`src/rtl/payload_deserializer_pkg.sv`:
```
// Shared definitions for the payload deserializer and its companion header detector.
package payload_deserializer_pkg;

    typedef enum logic [1:0] {
        StIdle  = 2'b00,
        StShift = 2'b01,
        StHold  = 2'b10
    } state_e;

    localparam int unsigned DefaultWidth = 8;
    localparam int unsigned DefaultCntW  = 4;

    // Header that precedes every payload; the detector matches it before raising serOutValid.
    localparam logic [5:0] HeaderPattern = 6'b110101;

endpackage

```
`src/rtl/payload_deserializer_if.sv`:
```
// Serial-in / parallel-out bundle between the detector, the deserializer and the word consumer.
interface payload_deserializer_if
    import payload_deserializer_pkg::*;
#(
    parameter int unsigned WIDTH = DefaultWidth,
    parameter int unsigned CNT_W = DefaultCntW
) ();

    logic             serIn;
    logic             serInValid;
    logic             word_ack;
    logic [WIDTH-1:0] parOut;
    logic             parValid;
    logic [CNT_W-1:0] lenOut;
    logic             longFrame;
    logic             overrun;

    modport slave (
        input  serIn,
        input  serInValid,
        input  word_ack,
        output parOut,
        output parValid,
        output lenOut,
        output longFrame,
        output overrun
    );

    modport master (
        output serIn,
        output serInValid,
        output word_ack,
        input  parOut,
        input  parValid,
        input  lenOut,
        input  longFrame,
        input  overrun
    );

endinterface

```
`src/rtl/payload_shift_reg.sv`:
```
// MSB-first payload shift register with clear-and-load of the first bit.
module payload_shift_reg
    import payload_deserializer_pkg::*;
#(
    parameter int unsigned WIDTH = DefaultWidth
) (
    input  logic             clk,
    input  logic             rst,
    input  logic             load_i,
    input  logic             shift_i,
    input  logic             bit_i,
    output logic [WIDTH-1:0] data_o
);

    logic [WIDTH-1:0] sh_q, sh_d;

    always_comb begin
        sh_d = sh_q;
        if (load_i) begin
            sh_d = {{(WIDTH-1){1'b0}}, bit_i};
        end else if (shift_i) begin
            sh_d = {sh_q[WIDTH-2:0], bit_i};
        end
    end

    always_ff @(posedge clk) begin
        if (rst) begin
            sh_q <= '0;
        end else begin
            sh_q <= sh_d;
        end
    end

    assign data_o = sh_q;

endmodule

```
`src/rtl/payload_deserializer.sv`:
```
// Packs the enabled, valid payload bits into a word and holds it until the consumer acks.
module payload_deserializer
    import payload_deserializer_pkg::*;
#(
    parameter int unsigned WIDTH = DefaultWidth,
    parameter int unsigned CNT_W = DefaultCntW
) (
    input logic                 clk,
    input logic                 rst,
    input logic                 Clk_EN,
    payload_deserializer_if.slave bus
);

    state_e           state_q, state_d;
    logic [CNT_W-1:0] cnt_q, cnt_d;
    logic [WIDTH-1:0] par_q, par_d;
    logic [CNT_W-1:0] len_q, len_d;
    logic             long_q, long_d;
    logic             valid_q, valid_d;
    logic             overrun_q, overrun_d;
    logic             drop_q, drop_d;
    logic             wait_low_q, wait_low_d;
    logic             wait_set;
    logic             samp;
    logic             sh_load, sh_shift;
    logic [WIDTH-1:0] sh;

    assign samp = Clk_EN & bus.serInValid;

    payload_shift_reg #(
        .WIDTH (WIDTH)
    ) u_shift_reg (
        .clk     (clk),
        .rst     (rst),
        .load_i  (sh_load),
        .shift_i (sh_shift),
        .bit_i   (bus.serIn),
        .data_o  (sh)
    );

    always_comb begin
        state_d   = state_q;
        cnt_d     = cnt_q;
        par_d     = par_q;
        len_d     = len_q;
        long_d    = long_q;
        valid_d   = valid_q;
        overrun_d = overrun_q;
        drop_d    = drop_q;
        wait_set  = 1'b0;
        sh_load   = 1'b0;
        sh_shift  = 1'b0;

        unique case (state_q)
            StIdle: begin
                if (samp && !wait_low_q) begin
                    sh_load = 1'b1;
                    cnt_d   = CNT_W'(1);
                    state_d = StShift;
                end
            end
            StShift: begin
                if (!bus.serInValid) begin
                    par_d   = sh;
                    len_d   = cnt_q;
                    long_d  = (32'(cnt_q) > WIDTH);
                    valid_d = 1'b1;
                    state_d = StHold;
                end else if (Clk_EN) begin
                    sh_shift = 1'b1;
                    if (cnt_q != '1) begin
                        cnt_d = cnt_q + 1'b1;
                    end
                end
            end
            StHold: begin
                if (bus.word_ack) begin
                    valid_d = 1'b0;
                    if (drop_q) begin
                        // Tail of the dropped frame may still be on the line.
                        drop_d   = 1'b0;
                        wait_set = 1'b1;
                        state_d  = StIdle;
                    end else if (samp) begin
                        sh_load = 1'b1;
                        cnt_d   = CNT_W'(1);
                        state_d = StShift;
                    end else begin
                        state_d = StIdle;
                    end
                end else if (samp) begin
                    overrun_d = 1'b1;
                    drop_d    = 1'b1;
                end
            end
            default: state_d = StIdle;
        endcase

        // Cleared by any cycle with serInValid low.
        wait_low_d = bus.serInValid & (wait_low_q | wait_set);
    end

    always_ff @(posedge clk) begin
        if (rst) begin
            state_q    <= StIdle;
            cnt_q      <= '0;
            par_q      <= '0;
            len_q      <= '0;
            long_q     <= 1'b0;
            valid_q    <= 1'b0;
            overrun_q  <= 1'b0;
            drop_q     <= 1'b0;
            wait_low_q <= 1'b1;
        end else begin
            state_q    <= state_d;
            cnt_q      <= cnt_d;
            par_q      <= par_d;
            len_q      <= len_d;
            long_q     <= long_d;
            valid_q    <= valid_d;
            overrun_q  <= overrun_d;
            drop_q     <= drop_d;
            wait_low_q <= wait_low_d;
        end
    end

    assign bus.parOut    = par_q;
    assign bus.lenOut    = len_q;
    assign bus.longFrame = long_q;
    assign bus.parValid  = valid_q;
    assign bus.overrun   = overrun_q;

endmodule
```
`src/flat_wrapper.sv`:
```
// flat-port wrapper written by rule: the top's interface ports become plain ports
module payload_deserializer_flat import payload_deserializer_pkg::*;
#(
    parameter int unsigned WIDTH = DefaultWidth,
    parameter int unsigned CNT_W = DefaultCntW
)
  (clk, rst, Clk_EN, bus_serIn, bus_serInValid, bus_word_ack, bus_parOut, bus_parValid, bus_lenOut, bus_longFrame, bus_overrun);
  payload_deserializer_if #(.WIDTH(WIDTH), .CNT_W(CNT_W)) bus_i ();
  input logic clk;
  input logic rst;
  input logic Clk_EN;
  input wire logic [$bits(bus_i.serIn)-1:0] bus_serIn;
  input wire logic [$bits(bus_i.serInValid)-1:0] bus_serInValid;
  input wire logic [$bits(bus_i.word_ack)-1:0] bus_word_ack;
  output wire logic [$bits(bus_i.parOut)-1:0] bus_parOut;
  output wire logic [$bits(bus_i.parValid)-1:0] bus_parValid;
  output wire logic [$bits(bus_i.lenOut)-1:0] bus_lenOut;
  output wire logic [$bits(bus_i.longFrame)-1:0] bus_longFrame;
  output wire logic [$bits(bus_i.overrun)-1:0] bus_overrun;
  assign bus_i.serIn = bus_serIn;
  assign bus_i.serInValid = bus_serInValid;
  assign bus_i.word_ack = bus_word_ack;
  assign bus_parOut = bus_i.parOut;
  assign bus_parValid = bus_i.parValid;
  assign bus_lenOut = bus_i.lenOut;
  assign bus_longFrame = bus_i.longFrame;
  assign bus_overrun = bus_i.overrun;
  payload_deserializer #(.WIDTH(WIDTH), .CNT_W(CNT_W)) u_core (.clk(clk), .rst(rst), .Clk_EN(Clk_EN), .bus(bus_i));
endmodule
```
`config.mk`:
```
export PLATFORM = sky130hd
export DESIGN_NAME = payload_deserializer_flat
export DESIGN_NICKNAME = d
export VERILOG_FILES = /design/src/rtl/payload_deserializer_pkg.sv /design/src/rtl/payload_deserializer_if.sv /design/src/rtl/payload_shift_reg.sv /design/src/rtl/payload_deserializer.sv /design/src/flat_wrapper.sv
export SDC_FILE = /design/constraint.sdc
export NUM_CORES = 1
export LEC_CHECK = 0
export CAP_MARGIN = 0
export CORE_ASPECT_RATIO = 1.1
export CORE_MARGIN = 4
export CORE_UTILIZATION = 40
export DETAILED_ROUTE_END_ITERATION = 16
export GPL_ROUTABILITY_DRIVEN = 0
export PLACE_DENSITY = 0.61
export SLEW_MARGIN = 20
export SYNTH_ARGS = -nofsm -noshare
export SYNTH_HDL_FRONTEND = slang
export SYNTH_HIERARCHICAL = 1
export SYNTH_SLANG_ARGS = --single-unit
```
`constraint.sdc`:
```
create_clock -name clk -period 1.89 [get_ports clk]
set_input_delay 0.189 -clock clk [delete_from_list [all_inputs] [get_ports clk]]
set_output_delay 0.189 -clock clk [all_outputs]
set_load 0.05 [all_outputs]
```
==> results.sh, run 1 <==
export IMPL_regArea_sq_um=622
export IMPL_placed_area_sq_mm=0.00156
export IMPL_reg2reg_slack_ns=0.13
export IMPL_n_fill_cell=308
export IMPL_dp_cells=201
export IMPL_path_clk_slew_ns=0.09
export IMPL_htreeDepth=2
export IMPL_wl_per_cell_um=12.7
export IMPL_multi_input_area_sq_um=607
export IMPL_period_share_pct=92.9
export IMPL_yosysUniqueCellTypes=32
export IMPL_area_growth_pct=27.2
export IMPL_setup_viol=0
export IMPL_synthTopCellsByCount="31 x dfxtp_1, 26 x nand2_1, 21 x a21oi_1"
export IMPL_root_buffer="clkbuf_4"
export IMPL_dpl_hpwl_um=1930
export IMPL_crit_buf_inv=0
export IMPL_cp_slowest_cell="or4_1"
export IMPL_ys_top_cells_by_area="dfxtp_1 49%, a21oi_1 8.3%, nand2_1 7.7%"
export IMPL_rsz0062_at_grt="false"
export IMPL_drive_gt1_share_pct=16.1
export IMPL_status="complete, no violations"
export IMPL_yosys_area_top_type="dfxtp_1"
export IMPL_io_buffers=20
export IMPL_synth_top_family_by_area="simple AND/OR/NAND/NOR gates"
export IMPL_clk_latency_ns=0.32
export IMPL_syn_nets=151
export IMPL_cts_hold_buf=0
export IMPL_synth_simple_area_share_pct=22.5
export IMPL_via_per_inst=5.23
export IMPL_io_pins=21
export IMPL_hold_viol_final=0
export IMPL_critPathRequiredTime_ns=2.15
export IMPL_min_path_type="input pin to register"
export IMPL_cp_end_kind="register"
export IMPL_synth_fa_ha_area_share_pct=1.97
export IMPL_grt_antenna_before_repair=0
export IMPL_core_area_sq_mm=0.00305
export IMPL_ys_warnings_count=6
export IMPL_crit_path_max_incr_delay_ns=0.47
export IMPL_synth_edff_count=0
export IMPL_grt_pass1_vias=1028
export IMPL_slew_headroom_pct=66.6
export IMPL_finalSetupTns_ns=0
export IMPL_cp_arrival_ns=2.02
export IMPL_diodes=0
export IMPL_instances_no_fill=208
export IMPL_worstMarginPinSlew_ns=0.500
export IMPL_crit_chain="ha_1, and3_1, o311a_4, or4_1, a21oi_1"
export IMPL_die_area_sq_mm=0.00414
export IMPL_start_util_pct=41.6
export IMPL_powerDensity_mw_per_mm2=718
export IMPL_fin_nets=182
export IMPL_grt_ovfl_total=0
export IMPL_async_reset_ff_share_pct=0
export IMPL_crit_type="register to register"
export IMPL_rows=21
export IMPL_cts_buffer_depth=2
export IMPL_maxSlewViolCount=0
export IMPL_synth_ff_type="dfxtp_1"
export IMPL_drc=0
export IMPL_netlist_instances=143
export IMPL_syn_area_per_cell_sq_um=8.87
export IMPL_cts_made_buffers=5
export IMPL_path_max_fanout=5
export IMPL_grt_pass1_wl_um=4550
export IMPL_die_width_um=61.7
export IMPL_fp_dieH_um=67.1
export IMPL_finClkSkew_ns=0.00193
export IMPL_crit_family="simple AND/OR/NAND/NOR gates"
export IMPL_numClockSinks=31
export IMPL_final_util_pct=53.0
export IMPL_muxShareOfSynthArea_pct=5.52
export IMPL_syn_area_sq_mm=0.00127
export IMPL_ys_seq_area_share_pct=48.9
export IMPL_grt_max_degree=18
export IMPL_finalWirelength_um=2630
export IMPL_start_kind="register"
export IMPL_drt_first_iter_violations=35
export IMPL_ir_drop_v=0.000411
export IMPL_synth_top_area_share_pct=48.9
export IMPL_fmax_ghz=0.569
export IMPL_synth_compound_area_share_pct=17.9
export IMPL_fin_crit_ns=1.76
export IMPL_timing_hold_ws_ns=0.433
export IMPL_post_route_cell_area_sq_mm=0.00161
export IMPL_synth_seq_cells=31
export IMPL_cts_tree="done"
export IMPL_routed_via_count=1087
export IMPL_cap_violations=0
export IMPL_ant_nets=0
export IMPL_yosysMostFrequentCell="dfxtp_1"
export IMPL_grt_usage_pct=15.0
export IMPL_synthXorXnorAreaFrac_pct=0
export IMPL_p_leak_nw=0.570
export IMPL_first_pass_iters=4
[final timing paths]
| path | from | to | cells after the start |
|---|---|---|---|
| max reg2reg | u_core/cnt_q[1] | u_core/cnt_q[2] | 5 |
| min reg2reg | u_core/bus.lenOut[2] | u_core/bus.lenOut[2] | 2 |
| min | bus_serIn | u_core/u_shift_reg/data_o[0] | 3 |
| max | u_core/cnt_q[1] | u_core/cnt_q[2] | 5 |
[layer usage]
layer	wire length [um]	GRT usage [%]	vias up
met2	1210	23.0	32
met1	1210	17.9	491
met3	162	5.81	6
met4	51	7.43	0
li1	-	-	558
met5	0	0	-
[layout by cell type (no fill, tap or decap), types with 5 or more instances in the layout]
cell type	netlist	final
clkbuf_4	0	5
dfxtp_1	31	30
clkdlybuf4s50_1	0	20
nand2_1	26	26
nor2_1	14	14
mux2i_1	7	7
a21oi_1	21	21
buf_4	0	10
[report_power, final]
part	leakage [nW]	switching (mW)	internal, mW
clock	0.0341	0.212	0.172
sequential	0.251	0.00739	0.661
combinational	0.285	0.0576	0.0484
total	0.570	0.277	0.882
[cell families (layout without fill, tap and decap cells)]
logic type,after synthesis,after routing
AOI/OAI and AO/OA,35,35
adders and majority gates,2,2
buffers and inverters,9,40
DFF,31,31
muxes,7,7
and+or+nand+nor,59,59
[layout make-up]
| class | count | share of cell area, % |
|---|---|---|
| clock inverter | 1 | 0.310 |
| tap | 34 | 2.64 |
| multi-input combinational | 103 | 37.6 |
| clock buffer | 6 | 3.18 |
| timing repair buffer | 30 | 17.1 |
| inverter | 3 | 0.698 |
| sequential | 31 | 38.5 |
[state kept, by name, indices dropped and copies added (netlist names)]
name and count:
u_core/bus.lenOut 4, u_core/wait_low_q 1, u_core/bus.overrun 1, u_core/u_shift_reg/data_o 8, u_core/drop_q 1, u_core/bus.parValid 1
u_core/cnt_q 4, u_core/state_q 2, u_core/bus.longFrame 1, u_core/bus.parOut 8
[through the flow]
| stage | power, mW | setup WS, ns |
|---|---|---|
| floorplan | 0.745 | 0.196 |
| global placement | 0.789 | 0.0590 |
| detailed placement | 0.791 | 0.0157 |
| CTS | 1.18 | 0.108 |
| global route | 1.22 | 0.0295 |
| finish | 1.16 | 0.134 |
[worst min-delay path, stage by stage]
cell             delay [ns]
clkdlybuf4s50_1        0.39
o21ai_0                0.07
a21oi_1                0.06
[timing repair]
action                                  CTS  global route
endpoints found under the setup margin    0             1
gates resized for setup                   0             1
buffers inserted                          0             0
Note: power is estimated with default switching activity, not from simulation.
==> run 2, diff against run 1 <==
--- a/config.mk
+++ b/config.mk
@@ -11,6 +11,7 @@
 export CORE_UTILIZATION = 40
 export DETAILED_ROUTE_END_ITERATION = 16
 export GPL_ROUTABILITY_DRIVEN = 0
+export MAX_ROUTING_LAYER = met4
 export PLACE_DENSITY = 0.61
 export SLEW_MARGIN = 20
 export SYNTH_ARGS = -nofsm -noshare
==> run 2 against run 1 <==
Against the previous run:
- utilization stayed put
- clock power hardly changed
- largest power group unchanged
- global-route usage is 0.38 points higher
- die area stayed put
- cell count stayed put
- final area stayed put
- count of clock-buffer cells in the layout stayed put
- clock skew hardly changed
- critical endpoint unchanged
==> results.sh, run 2 (synthesis results as in run 1) <==
export IMPL_rr_endpoint="u_core/cnt_q[2]"
export IMPL_slew_headroom_pct=66.5
export IMPL_first_pass_iters=4
export IMPL_critPathLaunch="u_core/cnt_q[1]"
export IMPL_drc=0
export IMPL_io_pins=21
export IMPL_drt_first_iter_violations=41
export IMPL_diodes=0
export IMPL_cp_end_kind="register"
export IMPL_grt_pass1_vias=1029
export IMPL_cts_made_buffers=5
export IMPL_regArea_sq_um=622
export IMPL_htreeDepth=2
export IMPL_post_cts_buffers=0
export IMPL_numClockSinks=31
export IMPL_crit_chain="ha_1, and3_1, o311a_4, or4_1, a21oi_1"
export IMPL_crit_end="u_core/cnt_q[2]"
export IMPL_min_path_type="input pin to register"
export IMPL_core_area_sq_mm=0.00305
export IMPL_ant_nets=0
export IMPL_layout_commonest_cell="dfxtp_1"
export IMPL_period_share_pct=92.8
export IMPL_die_area_sq_mm=0.00414
export IMPL_clk_latency_ns=0.32
export IMPL_grt_max_degree=18
export IMPL_rr_worst_depth=5
export IMPL_p_leak_nw=0.570
export IMPL_path_clk_slew_ns=0.09
export IMPL_routed_via_count=1081
export IMPL_multi_input_area_sq_um=607
export IMPL_drive_gt1_share_pct=16.1
export IMPL_root_buffer="clkbuf_4"
export IMPL_path_max_fanout=5
export IMPL_hold_depth=3
export IMPL_via_per_inst=5.20
export IMPL_maxSlewViolCount=0
export IMPL_reg2reg_slack_ns=0.14
export IMPL_start_util_pct=41.6
export IMPL_worstMarginPinSlew_ns=0.500
export IMPL_grt_ovfl_total=0
export IMPL_dpl_hpwl_um=1930
export IMPL_setup_viol=0
export IMPL_rows=21
export IMPL_finalSetupTns_ns=0
export IMPL_start_kind="register"
export IMPL_area_growth_pct=27.2
export IMPL_fin_total_pwr_mw=1.16
export IMPL_status="complete, no violations"
export IMPL_grt_pass1_wl_um=4550
export IMPL_finClkSkew_ns=0.00212
export IMPL_die_width_um=61.7
export IMPL_final_cell_mix="30 x dfxtp_1, 26 x nand2_1, 21 x a21oi_1"
export IMPL_fp_dieH_um=67.1
export IMPL_crit_type="register to register"
export IMPL_cp_slowest_cell="or4_1"
export IMPL_cp_arrival_ns=2.02
export IMPL_cts_hold_buf=0
export IMPL_fin_crit_ns=1.75
export IMPL_fmax_ghz=0.570
export IMPL_cap_violations=0
export IMPL_cts_tree="done"
export IMPL_fin_nets=182
export IMPL_wl_per_cell_um=12.7
export IMPL_grt_antenna_before_repair=0
export IMPL_hold_viol_final=0
export IMPL_worst_r2r_startpoint="u_core/cnt_q[1]"
export IMPL_crit_path_max_incr_delay_ns=0.47
export IMPL_powerDensity_mw_per_mm2=718
export IMPL_grt_usage_pct=15.4
export IMPL_finalWirelength_um=2640
export IMPL_n_fill_cell=308
export IMPL_critPathRequiredTime_ns=2.15
export IMPL_io_buffers=20
export IMPL_rsz0062_at_grt="false"
export IMPL_cts_buffer_depth=2
export IMPL_ir_drop_v=0.000411
-- run 2: cell type report --
cell class              count  share of cell area (%)
clock buffers               6                    3.18
flip-flops and latches     31                    38.5
repair buffers             30                    17.1
inverters                   3                   0.698
well taps                  34                    2.64
multi-input cells         103                    37.6
clock inverters             1                   0.310
-- run 2: metal layers --
| metal | share of wire, % | track usage, % |
|---|---|---|
| met5 | 0 | - |
| met4 | 2.1 | 7.43 |
| met3 | 4.2 | 4.84 |
| met2 | 47 | 23.0 |
| met1 | 47 | 18.5 |
-- run 2: report_power, final --
part	switching (mW)	internal, mW	total [mW]	leakage [nW]
sequential	0.00737	0.661	0.669	0.251
clock	0.212	0.172	0.384	0.0341
combinational	0.0576	0.0484	0.106	0.285
-- run 2: through the flow --
| stage | setup WS, ns | hold WS, ns | utilization (%) | cells | cell area [sq um] |
|---|---|---|---|---|---|
| detailed placement | 0.0157 | 0.447 | 51.1 | 201 | 1560 |
| floorplan | 0.196 | 0.258 | - | 143 | 1270 |
| CTS | 0.108 | 0.420 | 52.9 | 208 | 1610 |
| global placement | 0.0590 | 0.443 | 51.1 | 201 | 1560 |
| finish | 0.136 | 0.431 | 53.0 | 208 | 1610 |
| global route | 0.0295 | 0.453 | 53.0 | 208 | 1610 |
-- run 2: worst min-delay path by stage --
stage                                         endpoint            startpoint  slack (ns)
after floorplan           u_core/u_shift_reg/data_o[0]                   rst        0.26
after global placement            u_core/bus.parOut[5]  u_core/bus.parOut[5]        0.44
after detailed placement          u_core/bus.lenOut[2]  u_core/bus.lenOut[2]        0.45
after CTS                 u_core/u_shift_reg/data_o[0]             bus_serIn        0.42
after global routing      u_core/u_shift_reg/data_o[0]             bus_serIn        0.45
final                     u_core/u_shift_reg/data_o[0]             bus_serIn        0.43
-- run 2: critical path, delay by kind of cell, from the launching register on --
family	cells	cell delay, ns
AND/OR/NAND/NOR	2	0.69
AO/OA/AOI/OAI	2	0.45
flip-flops	1	0.35
adder cells (fa/ha/maj)	1	0.21
-- run 2: timing repair --
action	4_1_cts	5_1_grt
endpoints found under the hold margin	0	0
setup endpoints to repair	0	1
resized for setup	0	1
==> edit 1 (config.mk and constraints of run 1) <==
Change the package constant `DefaultWidth` from 8 to 6.
--- a/src/rtl/payload_deserializer_pkg.sv
+++ b/src/rtl/payload_deserializer_pkg.sv
@@ -7,7 +7,7 @@
         StHold  = 2'b10
     } state_e;
 
-    localparam int unsigned DefaultWidth = 8;
+    localparam int unsigned DefaultWidth = 6;
     localparam int unsigned DefaultCntW  = 4;
 
     // Header that precedes every payload; the detector matches it before raising serOutValid.
Ports: changed (resized bus_parOut); port bits go from 21 to 19. No check against the original RTL was run, so the function may have changed too.
==> edit 1 against run 1 <==
Sequential cell count decreased by 4. Register-to-register slack gained 0.18 ns. Non-clock buffer count fell by 6. Total power decreased by 19%. Count of clock-buffer cells in the layout is 3 lower. Worst setup slack gained 0.076 ns. Critical path depth is 4 lower. Wire length shrank 8.8%. Area after synthesis shrank 11%. Clock skew is 0.0042 ns higher. Final area shrank 14%. Largest power group unchanged.
==> edit 1: results (changes against run 1) <==
status completed; Worst EP arrival 1.49 ns (-0.53 ns); nets 159 (-13%); synth top area cells dfxtp_1 (48%), nand2_1 (7.6%), a21oi_1 (7.1%); placed cell count 177 (-12%); R2R setup slack 0.31 ns (+0.18 ns); Max rail drop VDD 0.345 mV (-16%); vias post-DR 976 (-10%); Clock Sinks 27 (-13%); Worst setup endpoint bus_parOut[4]; Worst Tran Pin Value 0.506 ns (+0.00631 ns); routed length per instance 13.3 um (+4.8%); commonest cells in the netlist dfxtp_1 (27), nand2_1 (23), a21oi_1 (16), nor3_1 (9), nor2_1 (7); Synthesized Nets 135 (-11%); post-synthesis cell type count 36 (+13%); NonClk Buf Share 16.1% (-0.91 points); Final Skew 0.00612 ns (+0.00419 ns); share of the clock period used by the worst path 88.9% (-4.0 points); Post-Place Cell Area 1370 um^2 (-12%); register area share after synthesis 47.8% (-1.1 points); slowest library cell on the worst path clkdlybuf4s50_1; Critical path origin u_core/bus.parOut[4]$_SDFFE_PP0P_; GRT Util Overall 14.7% (-0.32 points); largest net degree at the start of global routing 17 (-1); Logic inverters 2 (-1); port bufs 18 (-10%); DR iter-0 viols 18 (-49%); first-pass GRT wire length 4350 um (-4.4%); Register Area 541 um^2 (-13%); Num CTS Buffers 3 (-2); Critical Path Max Stage Delay 0.81 ns (+0.34 ns); layout cells sized above 1 12.7% (-3.4 points); Clock transition at path regs 0.15 ns (+0.06 ns); # fillers 269 (-13%); syn_area_per_cell 8.90 um^2 (+0.27%); worst hold margin 0.428 ns (-0.00531 ns); Non-CTS buffers 24 (-20%); Final HPWL DP 1750 um (-9.3%)
==> edit 1: cell types whose count changed in the layout (fill, tap and decap cells not counted), sizes merged, moves of 3 or more <==
cell / change
a21oi: -5
buf: -4
clkbuf: -3
dfxtp: -4
nand2: -3
nor2: -7
nor3: +10
==> edit 1: kinds of logic (layout without fill, tap and decap cells) <==
family | Yosys count | after routing | share of synthesized area (%)
AND/OR/NAND/NOR | 55 | 55 | 24.3
AO/OA/AOI/OAI | 31 | 31 | 18.1
buffers and inverters | 7 | 30 | 3.21
flip-flops | 27 | 27 | 47.8
multiplexers | 5 | 5 | 4.43
adder cells (fa/ha/maj) | 2 | 2 | 2.21
==> edit 1: how the worst min path moves through the flow <==
stage | cells after the start | start | to
floorplan | 1 | rst | u_core/u_shift_reg/data_o[0]$_SDFFE_PP0P_
global placement | 2 | u_core/bus.parOut[0]$_SDFFE_PP0P_ | u_core/bus.parOut[0]$_SDFFE_PP0P_
detailed placement | 2 | u_core/u_shift_reg/data_o[5]$_SDFFE_PP0P_ | u_core/bus.parOut[5]$_SDFFE_PP0P_
CTS | 3 | bus_serIn | u_core/u_shift_reg/data_o[0]$_SDFFE_PP0P_
global route | 3 | bus_serIn | u_core/u_shift_reg/data_o[0]$_SDFFE_PP0P_
finish | 3 | bus_serIn | u_core/u_shift_reg/data_o[0]$_SDFFE_PP0P_
==> edit 1: power by group <==
| group | switching, mW | total, mW | internal [mW] |
|---|---|---|---|
| combinational | 0.0552 | 0.0971 | 0.0418 |
| clock | 0.173 | 0.254 | 0.0809 |
| sequential | 0.00811 | 0.587 | 0.578 |
==> edit 1: routing by layer <==
metal	vias up	part of all wire [%]	GRT usage [%]
met3	4	4.2	2.82
li1	496	-	-
met5	-	0	0
met4	0	1.5	5.95
met1	459	46	18.0
met2	17	49	25.0
==> edit 2 (flow settings as in run 1) <==
Made on the original files. Re-encode `state_e` (3 states) as one-hot, 3 bits wide.
--- a/src/rtl/payload_deserializer_pkg.sv
+++ b/src/rtl/payload_deserializer_pkg.sv
@@ -1,10 +1,10 @@
 // Shared definitions for the payload deserializer and its companion header detector.
 package payload_deserializer_pkg;
 
-    typedef enum logic [1:0] {
-        StIdle  = 2'b00,
-        StShift = 2'b01,
-        StHold  = 2'b10
+    typedef enum logic [2:0] {
+        StIdle  = 3'b001,
+        StShift = 3'b010,
+        StHold  = 3'b100
     } state_e;
 
     localparam int unsigned DefaultWidth = 8;
Function: no difference found for any inputs over 10 cycles, from zero or initial values and one cycle with rst high; not proved beyond that.
==> edit 2 against run 1 <==
Wire length rose by 12%. Global-route usage fell by 0.46 points. Area after synthesis rose by 7.9%. Core utilization fell by 1.6 points. Critical path depth fell by 1. Largest cell class is now multi-input gates. Sequential cell count rose by 1. Final area rose by 5.0%. Critical path type unchanged. Worst setup slack improved by 0.053 ns.
Power is not compared: it rests on default switching activity, and its combinational part moved more than twofold at a synthesized area within 25%.
==> edit 2: results (changes against run 1) <==
clk_lat worst skew 0.33 ns; met2 wire length 1520 um (+25%); Metal-1 WL 1260 um (+4.3%); worst r2r src u_core/state_q[1]$_SDFFE_PP0P_; post-cts resize count 0 (unchanged); largest net degree at the start of global routing 17 (-1); first-pass GRT wire length 5090 um (+12%); vias in the first global route 1119 (+8.9%); Root Buffer clkbuf_4; Final HPWL DP 2210 um (+15%); GR Util met2 24.5% (+1.4 points); Clock Sinks 32 (+3.2%); postcts setup bufs 0 (unchanged); Num CTS Buffers 5 (unchanged); Clock transition at path regs 0.09 ns (about the same); synth top area cells dfxtp_1 (47%), nand2_1 (7.7%), a21oi_1 (7.3%); R2R Path End u_core/cnt_q[1]$_SDFFE_PP0P_; met3 WL 130 um (-20%); R2R cell count 4 (-1); commonest cells in the netlist dfxtp_1 (32), nand2_1 (28), a21oi_1 (20), nor2_1 (13), mux2i_1 (8); initial antenna violation count 0 (unchanged); GRT Util Overall 14.6% (-0.46 points); slowest library cell on the worst path dfxtp_1; via/cell ratio 5.15 (-1.5%); Ys Warns 6 (unchanged); status completed; register area share after synthesis 46.8% (-2.1 points); DRT Pass-1 Iters 4 (unchanged); Worst EP arrival 1.97 ns (-0.05 ns); Max Used Layer met4; layout cells sized above 1 13.7% (-2.4 points); nets 191 (+4.9%); Max rail drop VDD 0.482 mV; critical path peak fanout 9 (+4); antenna diode count 0 (unchanged); P_seq approximately 0.75 mW; Worst Tran Pin Value 0.524 ns (+0.0244 ns); final WL 2940 um (+12%); final setup TNS 0 ns (unchanged); worst-case clock buffer depth 2 (unchanged); main flop type after synthesis dfxtp_1; post-synthesis cell type count 36 (+13%); # fillers 332 (+7.8%); CP delay by family, top flip-flops; H-tree Lvls 2 (unchanged); Critical Path Max Stage Delay 0.51 ns (+0.04 ns); met3 usage 6.00% (+0.18 points); internal power 1.02 mW; Gate power share about 16%; Synthesized Nets 164 (+8.6%); DR iter-0 viols 80 (+130%); worst hold path class input pin to flip-flop; R2R setup slack 0.19 ns (+0.05 ns); Final Skew 0.00475 ns (+0.00282 ns); Global Route met1 Usage 16.4% (-1.4 points)
[edit 2: worst max-delay path by stage]
stage               cells after the start                                   endpoint  slack, ns                              start
floorplan                               5               u_core/cnt_q[1]$_SDFFE_PP0P_       0.38     u_core/state_q[2]$_SDFFE_PP0P_
global placement                        6  u_core/u_shift_reg/data_o[0]$_SDFFE_PP0P_       0.18                     bus_serInValid
detailed placement                      6  u_core/u_shift_reg/data_o[0]$_SDFFE_PP0P_       0.17                             Clk_EN
CTS                                     1                              bus_parOut[2]       0.18  u_core/bus.parOut[2]$_SDFFE_PP0P_
global route                            5               u_core/cnt_q[2]$_SDFFE_PP0P_       0.09     u_core/state_q[1]$_SDFFE_PP0P_
finish                                  4               u_core/cnt_q[1]$_SDFFE_PP0P_       0.19     u_core/state_q[1]$_SDFFE_PP0P_
[edit 2: stage by stage]
step / hold slack (ns) / instances / setup WS [ns] / instance area [um^2]
2_1_floorplan: 0.258 / 156 / 0.383 / 1370
3_3_place_gp: 0.446 / 212 / 0.184 / 1630
3_5_place_dp: 0.449 / 212 / 0.174 / 1630
4_1_cts: 0.455 / 219 / 0.179 / 1700
5_1_grt: 0.453 / 219 / 0.0873 / 1700
6_report: 0.451 / 219 / 0.186 / 1700
[edit 2: tightest hold or removal path, cell delays in order]
cell	delay (ns)
clkdlybuf4s50_1	0.40
o21ai_0	0.08
a21oi_1	0.06
[edit 2: cell families after synthesis]
group,share of synthesized area (%)
buf+inv,4.30
fa+ha+maj,1.83
compound gates,16.5
flops,46.8
xor+xnor,0.640
mux,5.85
simple gates,24.1
[edit 2: cell type report]
type | count | share of cell area (%)
Clock buffer | 7 | 3.84
Inverter | 2 | 0.443
Multi-Input combinational cell | 113 | 39.5
Sequential cell | 32 | 37.8
Tap cell | 36 | 2.66
Timing Repair Buffer | 29 | 15.8
